File: config.mk
export PLATFORM = sky130hd
export DESIGN_NAME = fsx_timing_mixer
export DESIGN_NICKNAME = d
export VERILOG_FILES = /design/src/rtl/fsx_timing_mixer.sv
export SDC_FILE = /design/constraint.sdc
export NUM_CORES = 1
export LEC_CHECK = 0
export CORE_MARGIN = 5
export CORE_UTILIZATION = 42
export CTS_BUF_LIST = sky130_fd_sc_hd__clkbuf_4 sky130_fd_sc_hd__clkbuf_8 sky130_fd_sc_hd__clkbuf_16
export CTS_CLUSTER_SIZE = 40
export DETAILED_ROUTE_END_ITERATION = 6
export GPL_TIMING_DRIVEN = 0
export HOLD_SLACK_MARGIN = 0.12
export PLACE_DENSITY = 0.76
export SETUP_SLACK_MARGIN = 0.15
export SYNTH_ARGS = -nofsm -noshare
export SYNTH_HDL_FRONTEND = slang
export SYNTH_SLANG_ARGS = --single-unit
File: constraint.sdc
create_clock -name vga_clk -period 2.47 [get_ports vga_clk]
set_input_delay 0.6175 -clock vga_clk [delete_from_list [all_inputs] [get_ports vga_clk]]
set_output_delay 0.6175 -clock vga_clk [all_outputs]
set_load 0.02 [all_outputs]
File: src/rtl/fsx_timing_mixer.sv
// fsx_timing_mixer
//   Video timing generator plus N-layer pixel compositor.
//   The raw timing (counters, display enable, active coordinates) drives the
//   layer renderers.  Their colours arrive LAYER_LAT clocks later.  This block
//   resolves priority/transparency and emits sync, DE and RGB332 aligned to
//   the raw timing plus LAYER_LAT+1 clocks.
//
// Ports
//   vga_clk       pixel clock
//   reset         synchronous, active-high reset
//   backdrop      RGB332 shown when no layer pixel is opaque
//   layer_rgb     RGB332 per layer, layer i at [8i+7:8i]
//   layer_valid   per-layer opaque flag
//   layer_behind  per-layer "draw behind layer 0" flag (bit 0 unused)
//   h_count       raw line position including blanking
//   v_count       raw frame position in lines
//   o_de          raw display enable
//   o_h, o_v      raw active x/y, 0 outside the active area
//   vid_hs/vs/de  aligned sync and display enable
//   vid_rgb       aligned RGB332, 0 while vid_de is low
//   crt_sync      composite sync for the CRT pin
//   frame_irq     high for the first IRQ_LEN clocks of every frame
//   frame_count   completed-frame counter (wraps at 2^16)
//
// Handshake: none.  Every output is either combinational from the counters
// (raw group) or registered (vid_* group); there is no valid/ready flow.
module fsx_timing_mixer #(
   parameter int H_RES     = 320,
   parameter int V_RES     = 240,
   parameter int H_FP      = 24,
   parameter int H_SYNC    = 32,
   parameter int H_BP      = 46,
   parameter int V_FP      = 3,
   parameter int V_SYNC    = 5,
   parameter int V_BP      = 14,
   parameter int H_POL     = 0,
   parameter int V_POL     = 0,
   parameter int N_LAYERS  = 2,
   parameter int LAYER_LAT = 2,
   parameter int IRQ_LEN   = 8
) (
   input  logic                    vga_clk,
   input  logic                    reset,
   input  logic [7:0]              backdrop,
   input  logic [8*N_LAYERS-1:0]   layer_rgb,
   input  logic [N_LAYERS-1:0]     layer_valid,
   input  logic [N_LAYERS-1:0]     layer_behind,
   output logic [9:0]              h_count,
   output logic [8:0]              v_count,
   output logic                    o_de,
   output logic [9:0]              o_h,
   output logic [8:0]              o_v,
   output logic                    vid_hs,
   output logic                    vid_vs,
   output logic                    vid_de,
   output logic [7:0]              vid_rgb,
   output logic                    crt_sync,
   output logic                    frame_irq,
   output logic [15:0]             frame_count
);

   // Timing landmarks.  Each region is the half-open interval (STA, END].
   localparam int HS_STA = H_FP - 1;
   localparam int HS_END = HS_STA + H_SYNC;
   localparam int HA_STA = HS_END + H_BP;
   localparam int HA_END = HA_STA + H_RES;
   localparam int VS_STA = V_FP - 1;
   localparam int VS_END = VS_STA + V_SYNC;
   localparam int VA_STA = VS_END + V_BP;
   localparam int VA_END = VA_STA + V_RES;

   localparam logic [9:0]  HS_STA_C = 10'(HS_STA);
   localparam logic [9:0]  HS_END_C = 10'(HS_END);
   localparam logic [9:0]  HA_STA_C = 10'(HA_STA);
   localparam logic [9:0]  HA_END_C = 10'(HA_END);
   localparam logic [9:0]  LINE_C   = 10'(HA_END);
   localparam logic [9:0]  H_ORG_C  = 10'(HA_STA + 1);
   localparam logic [8:0]  VS_STA_C = 9'(VS_STA);
   localparam logic [8:0]  VS_END_C = 9'(VS_END);
   localparam logic [8:0]  VA_STA_C = 9'(VA_STA);
   localparam logic [8:0]  VA_END_C = 9'(VA_END);
   localparam logic [8:0]  FRAME_C  = 9'(VA_END);
   localparam logic [8:0]  V_ORG_C  = 9'(VA_STA + 1);
   localparam logic [10:0] IRQ_C    = 11'(IRQ_LEN);

   // Sync levels are carried internally as "active" flags and only mapped to
   // pin polarity at the output, so every pipeline stage clears to 0.
   localparam logic H_ACT = (H_POL != 0);
   localparam logic V_ACT = (V_POL != 0);

   // Layer 0 is the background and never takes part in the behind test.
   localparam logic [N_LAYERS-1:0] FG_MASK = {{(N_LAYERS-1){1'b1}}, 1'b0};

   // ---------------------------------------------------------------- counters
   always_ff @(posedge vga_clk) begin
      if (reset) begin
         h_count     <= '0;
         v_count     <= '0;
         frame_count <= '0;
      end else if (h_count == LINE_C) begin
         h_count <= '0;
         if (v_count == FRAME_C) begin
            v_count     <= '0;
            frame_count <= frame_count + 16'd1;
         end else begin
            v_count <= v_count + 9'd1;
         end
      end else begin
         h_count <= h_count + 10'd1;
      end
   end

   // ------------------------------------------------------------ raw timing
   logic raw_hs_act;
   logic raw_vs_act;
   logic h_active;
   logic v_active;

   assign raw_hs_act = (h_count > HS_STA_C) && (h_count <= HS_END_C);
   assign raw_vs_act = (v_count > VS_STA_C) && (v_count <= VS_END_C);
   assign h_active   = (h_count > HA_STA_C) && (h_count <= HA_END_C);
   assign v_active   = (v_count > VA_STA_C) && (v_count <= VA_END_C);
   assign o_de       = h_active && v_active;
   assign o_h        = o_de ? (h_count - H_ORG_C) : '0;
   assign o_v        = o_de ? (v_count - V_ORG_C) : '0;
   assign frame_irq  = (v_count == '0) && ({1'b0, h_count} < IRQ_C);

   // ------------------------------------------- delay to match the renderers
   // d_* is the raw timing as seen by the layer colours (LAYER_LAT clocks old).
   logic d_hs;
   logic d_vs;
   logic d_de;

   if (LAYER_LAT == 0) begin : g_no_dly
      assign d_hs = raw_hs_act;
      assign d_vs = raw_vs_act;
      assign d_de = o_de;
   end else begin : g_dly
      logic [2:0] tim_sr [LAYER_LAT];

      always_ff @(posedge vga_clk) begin
         if (reset) begin
            for (int k = 0; k < LAYER_LAT; k++) tim_sr[k] <= 3'b000;
         end else begin
            tim_sr[0] <= {raw_hs_act, raw_vs_act, o_de};
            for (int k = 1; k < LAYER_LAT; k++) tim_sr[k] <= tim_sr[k-1];
         end
      end

      assign {d_hs, d_vs, d_de} = tim_sr[LAYER_LAT-1];
   end

   // ------------------------------------------------------------- compositor
   // Later assignments override earlier ones, so the passes run from lowest
   // priority to highest and each foreground loop counts downwards so the
   // lowest-index match is the one that sticks.
   logic [N_LAYERS-1:0] fg_front;
   logic [N_LAYERS-1:0] fg_back;
   logic [7:0]          mix_rgb;

   assign fg_front = layer_valid & ~layer_behind & FG_MASK;
   assign fg_back  = layer_valid &  layer_behind & FG_MASK;

   always_comb begin
      mix_rgb = backdrop;
      for (int i = N_LAYERS - 1; i >= 1; i--) begin
         if (fg_back[i]) mix_rgb = layer_rgb[8*i +: 8];
      end
      if (layer_valid[0]) mix_rgb = layer_rgb[7:0];
      for (int i = N_LAYERS - 1; i >= 1; i--) begin
         if (fg_front[i]) mix_rgb = layer_rgb[8*i +: 8];
      end
   end

   // --------------------------------------------------------- output stage
   logic hs_q;
   logic vs_q;
   logic de_q;
   logic [7:0] rgb_q;

   always_ff @(posedge vga_clk) begin
      if (reset) begin
         hs_q  <= 1'b0;
         vs_q  <= 1'b0;
         de_q  <= 1'b0;
         rgb_q <= 8'h00;
      end else begin
         hs_q  <= d_hs;
         vs_q  <= d_vs;
         de_q  <= d_de;
         rgb_q <= d_de ? mix_rgb : 8'h00;
      end
   end

   assign vid_hs   = ~(hs_q ^ H_ACT);
   assign vid_vs   = ~(vs_q ^ V_ACT);
   assign vid_de   = de_q;
   assign vid_rgb  = rgb_q;
   assign crt_sync = ~(vid_hs ^ vid_vs);

endmodule

==> reports/qor.txt <==
status: complete, but fails checks
Worst Setup End Kind: output port
Final Slew Violations: 0
largest net degree at the start of global routing: 19
vias: 3,317
via/cell ratio: 5.51
Synth Area in Compound Gates: 19.2%
Longest Clk Path Bufs: 2
Initial Util: 42.6%
Num CTS Buffers: 5
Skew-Pair Late Insertion Delay: 310 ps
final WL: 10,200 um
Critical Path Fanout Max: 5
Post-Syn Area: 3040 sq um
I/O pin count: 98
Post-synth EDFFs: 0
Setup-failing EPs final: 35
Main synth FF type: dfxtp_1
hold endpoint: g_dly.tim_sr[0][3]$_SDFF_PP0_
die area: 9040 sq um
number of diodes: 0
DR WL/cell: 16.9 um
maximum VDD drop: 0.281 mV
FF/Latch Area: 1070 sq um
layout cells sized above 1: 30.2%
Lkg Pwr: 0.00193 uW
Max Fclk: 354 MHz
multi-input logic area: 2240 sq um
fin util: 70.5%
syn_nets: 425
core area: 7140 sq um
Total GRT Usage: 21.9%
DRC viols: 0
Synth Area in XOR/XNOR: 5.76%
CTS tree: yes
Fillers: 568
placed cell count: 573
final hold violations: 0
Crit path required time: 1850 ps
hold path depth: 1
Worst Hold Slack: 450 ps
Max Cap Viol: 0
Setup CP Type: reg2out
commonest non-fill, non-tap cell in the layout: clkdlybuf4s50_1
failing checks: negative setup slack
Post-Synthesis Cells: 381
Period minus WS final: 2820 ps
Final GP Congestion: 0.881
clock slew at reported path FFs: 100 ps
clk root buf: clkbuf_8
Syn-to-layout area delta: 65.6%
Post-synth ARST share: 0%
Netlist cell types: 46
RSZ-0062 raised after global routing: true
pwr/cell area: 300 nW/um^2
ANT nets after route: 0
skew final: 5.50 ps
Startpoint Class: flop
adder-cell share of the synthesized area: 5.76%
period utilization: 114%
mux share of post-synthesis cell area: 0.329%
drt initial violations: 230
Syn Area/Cell: 7.98 sq um
Post-Layout Cell Count: 602
hold buffer count at CTS: 0
initial antenna violation count: 0
Critical R2R Launch: v_count[4]$_SDFFE_PP0P_
clock sink count: 52
commonest non-fill, non-tap cells in the layout: clkdlybuf4s50_1 (72), dfxtp_1 (41), a21oi_1 (30)
Worst Path Arrival: 2210 ps
setup TNS: -5960 ps
sequential share of the synthesized area: 34.2%
worst reg2reg setup slack: -100 ps
Seq cells post-synth: 52
total global routing overflow: 0
number of global-route vias before repair: 3,257
first-pass GRT wire length: 15,700 um
Die Span X: 95.1 um
worst r2r dst: frame_count[12]$_SDFFE_PP0P_
cells on worst reg2reg path: 7
final setup margin: -353 ps
worst-margin pin slew: 633 ps
Port Buffers: 93
drt first pass iters: 4
Die Y: 95.1 um
Final #Nets: 546
H-tree depth: 2
Hold Crit Start: g_dly.tim_sr[0][0]$_SDFF_PP0_
Syn. warnings: 0
crit path launch: v_count[1]$_SDFFE_PP0P_
Slew headroom: 57.8%
type of the most critical hold path: reg2reg
largest family of logic cells by synthesized area: simple AND/OR/NAND/NOR gates
# rows: 31
Synth Area in Simple Gates: 27.3%
Detailed Place HPWL: 6960 um
-- report_power, final --
part,switching [uW],leakage [uW],internal [uW],total [uW]
clock network,305,0.0000487,207,512
logic,74.1,0.00145,77.2,151
registers,8.78,0.000426,837,846
total,388,0.00193,1120,1510
-- worst max-delay path, stage by stage (launching register included) --
cell       delay [ps]
dfxtp_4           410
inv_6              50
ha_4              150
and2_4            150
o31a_1            270
a22o_4            280
clkbuf_16         170
nor4b_4           240
buf_4             180
-- cell usage after synthesis (2+ instances only) --
library cell | number | area share (%)
dfxtp_1 | 52 | 34
a21oi_1 | 37 | 6.1
nor2_1 | 26 | 3.2
nand2_1 | 24 | 3.0
nor3_1 | 23 | 3.8
clkbuf_1 | 22 | 2.7
inv_1 | 22 | 2.7
nand3_1 | 16 | 2.6
or4_1 | 16 | 4.0
ha_1 | 14 | 5.8
o31ai_1 | 14 | 3.5
xnor2_1 | 12 | 3.5
a31oi_1 | 10 | 2.1
o21ai_0 | 10 | 1.6
or3_1 | 9 | 1.9
o221a_2 | 8 | 3.0
xor2_1 | 8 | 2.3
nor2b_1 | 6 | 1.2
nand4_1 | 5 | 1.0
nand2b_1 | 4 | 0.82
nor4b_1 | 4 | 1.2
and2_1 | 3 | 0.62
and3_1 | 3 | 0.62
buf_1 | 3 | 0.37
buf_2 | 3 | 0.49
buf_6 | 3 | 1.1
a21o_1 | 2 | 0.49
and4_1 | 2 | 0.58
nor3b_1 | 2 | 0.49
o211ai_1 | 2 | 0.49
-- area by class of cell --
class / instances / area share, %
Buffer: 31 / 5.84
Clock buffer: 5 / 1.37
Clock inverter: 3 / 0.522
Inverter: 22 / 1.94
Multi-Input combinational cell: 276 / 44.5
Sequential cell: 52 / 21.3
Tap cell: 99 / 2.46
Timing Repair Buffer: 114 / 22.0
-- layer usage --
metal / track usage [%] / share of wire [%] / up-vias
met5: 0 / 0 / -
met4: 6.97 / 2.8 / 0
met3: 4.10 / 5.0 / 23
met2: 38.3 / 52 / 124
met1: 27.0 / 40 / 1560
li1: - / - / 1610
-- flip-flops by register name, summed over array words and instances (netlist names) --
name / count
frame_count: 16
vid_de: 1
v_count: 9
h_count: 10
vs_q: 1
vid_rgb: 8
g_dly.tim_sr: 6
hs_q: 1
-- worst max path at each step --
stage	slack (ps)	endpoint	depth (start not counted)
2_1_floorplan	40	o_h[9]	7
3_3_place_gp	-540	o_v[4]	8
3_5_place_dp	-520	o_h[9]	8
4_1_cts	-340	o_v[4]	8
5_1_grt	-460	o_v[4]	7
6_report	-350	o_v[4]	8
-- logic make-up (layout without fill, tap and decap cells) --
logic type | Yosys count | in the layout
and+or+nand+nor | 151 | 151
DFF | 52 | 52
muxes | 1 | 1
AOI/OAI and AO/OA | 90 | 90
buffers and inverters | 53 | 175
xor gates and xnor gates | 20 | 20
adders and majority gates | 14 | 14
-- through the flow --
step | worst slack (ps) | instance area [sq um] | total power [uW]
final | -353 | 5030 | 1510
after global routing | -463 | 5030 | 1580
after CTS | -343 | 4820 | 1520
after detailed placement | -521 | 4390 | 990
after global placement | -536 | 4390 | 988
after floorplan | 36.2 | 3330 | 924
-- repair_timing --
item / 4_1_cts / 5_1_grt
endpoints found under the setup margin: 37 / 37
pin swaps: 25 / 12
gates cloned: 5 / 0
gates resized for setup: 158 / 42
setup buffers: 10 / 6
(Power assumes the default switching activity.)
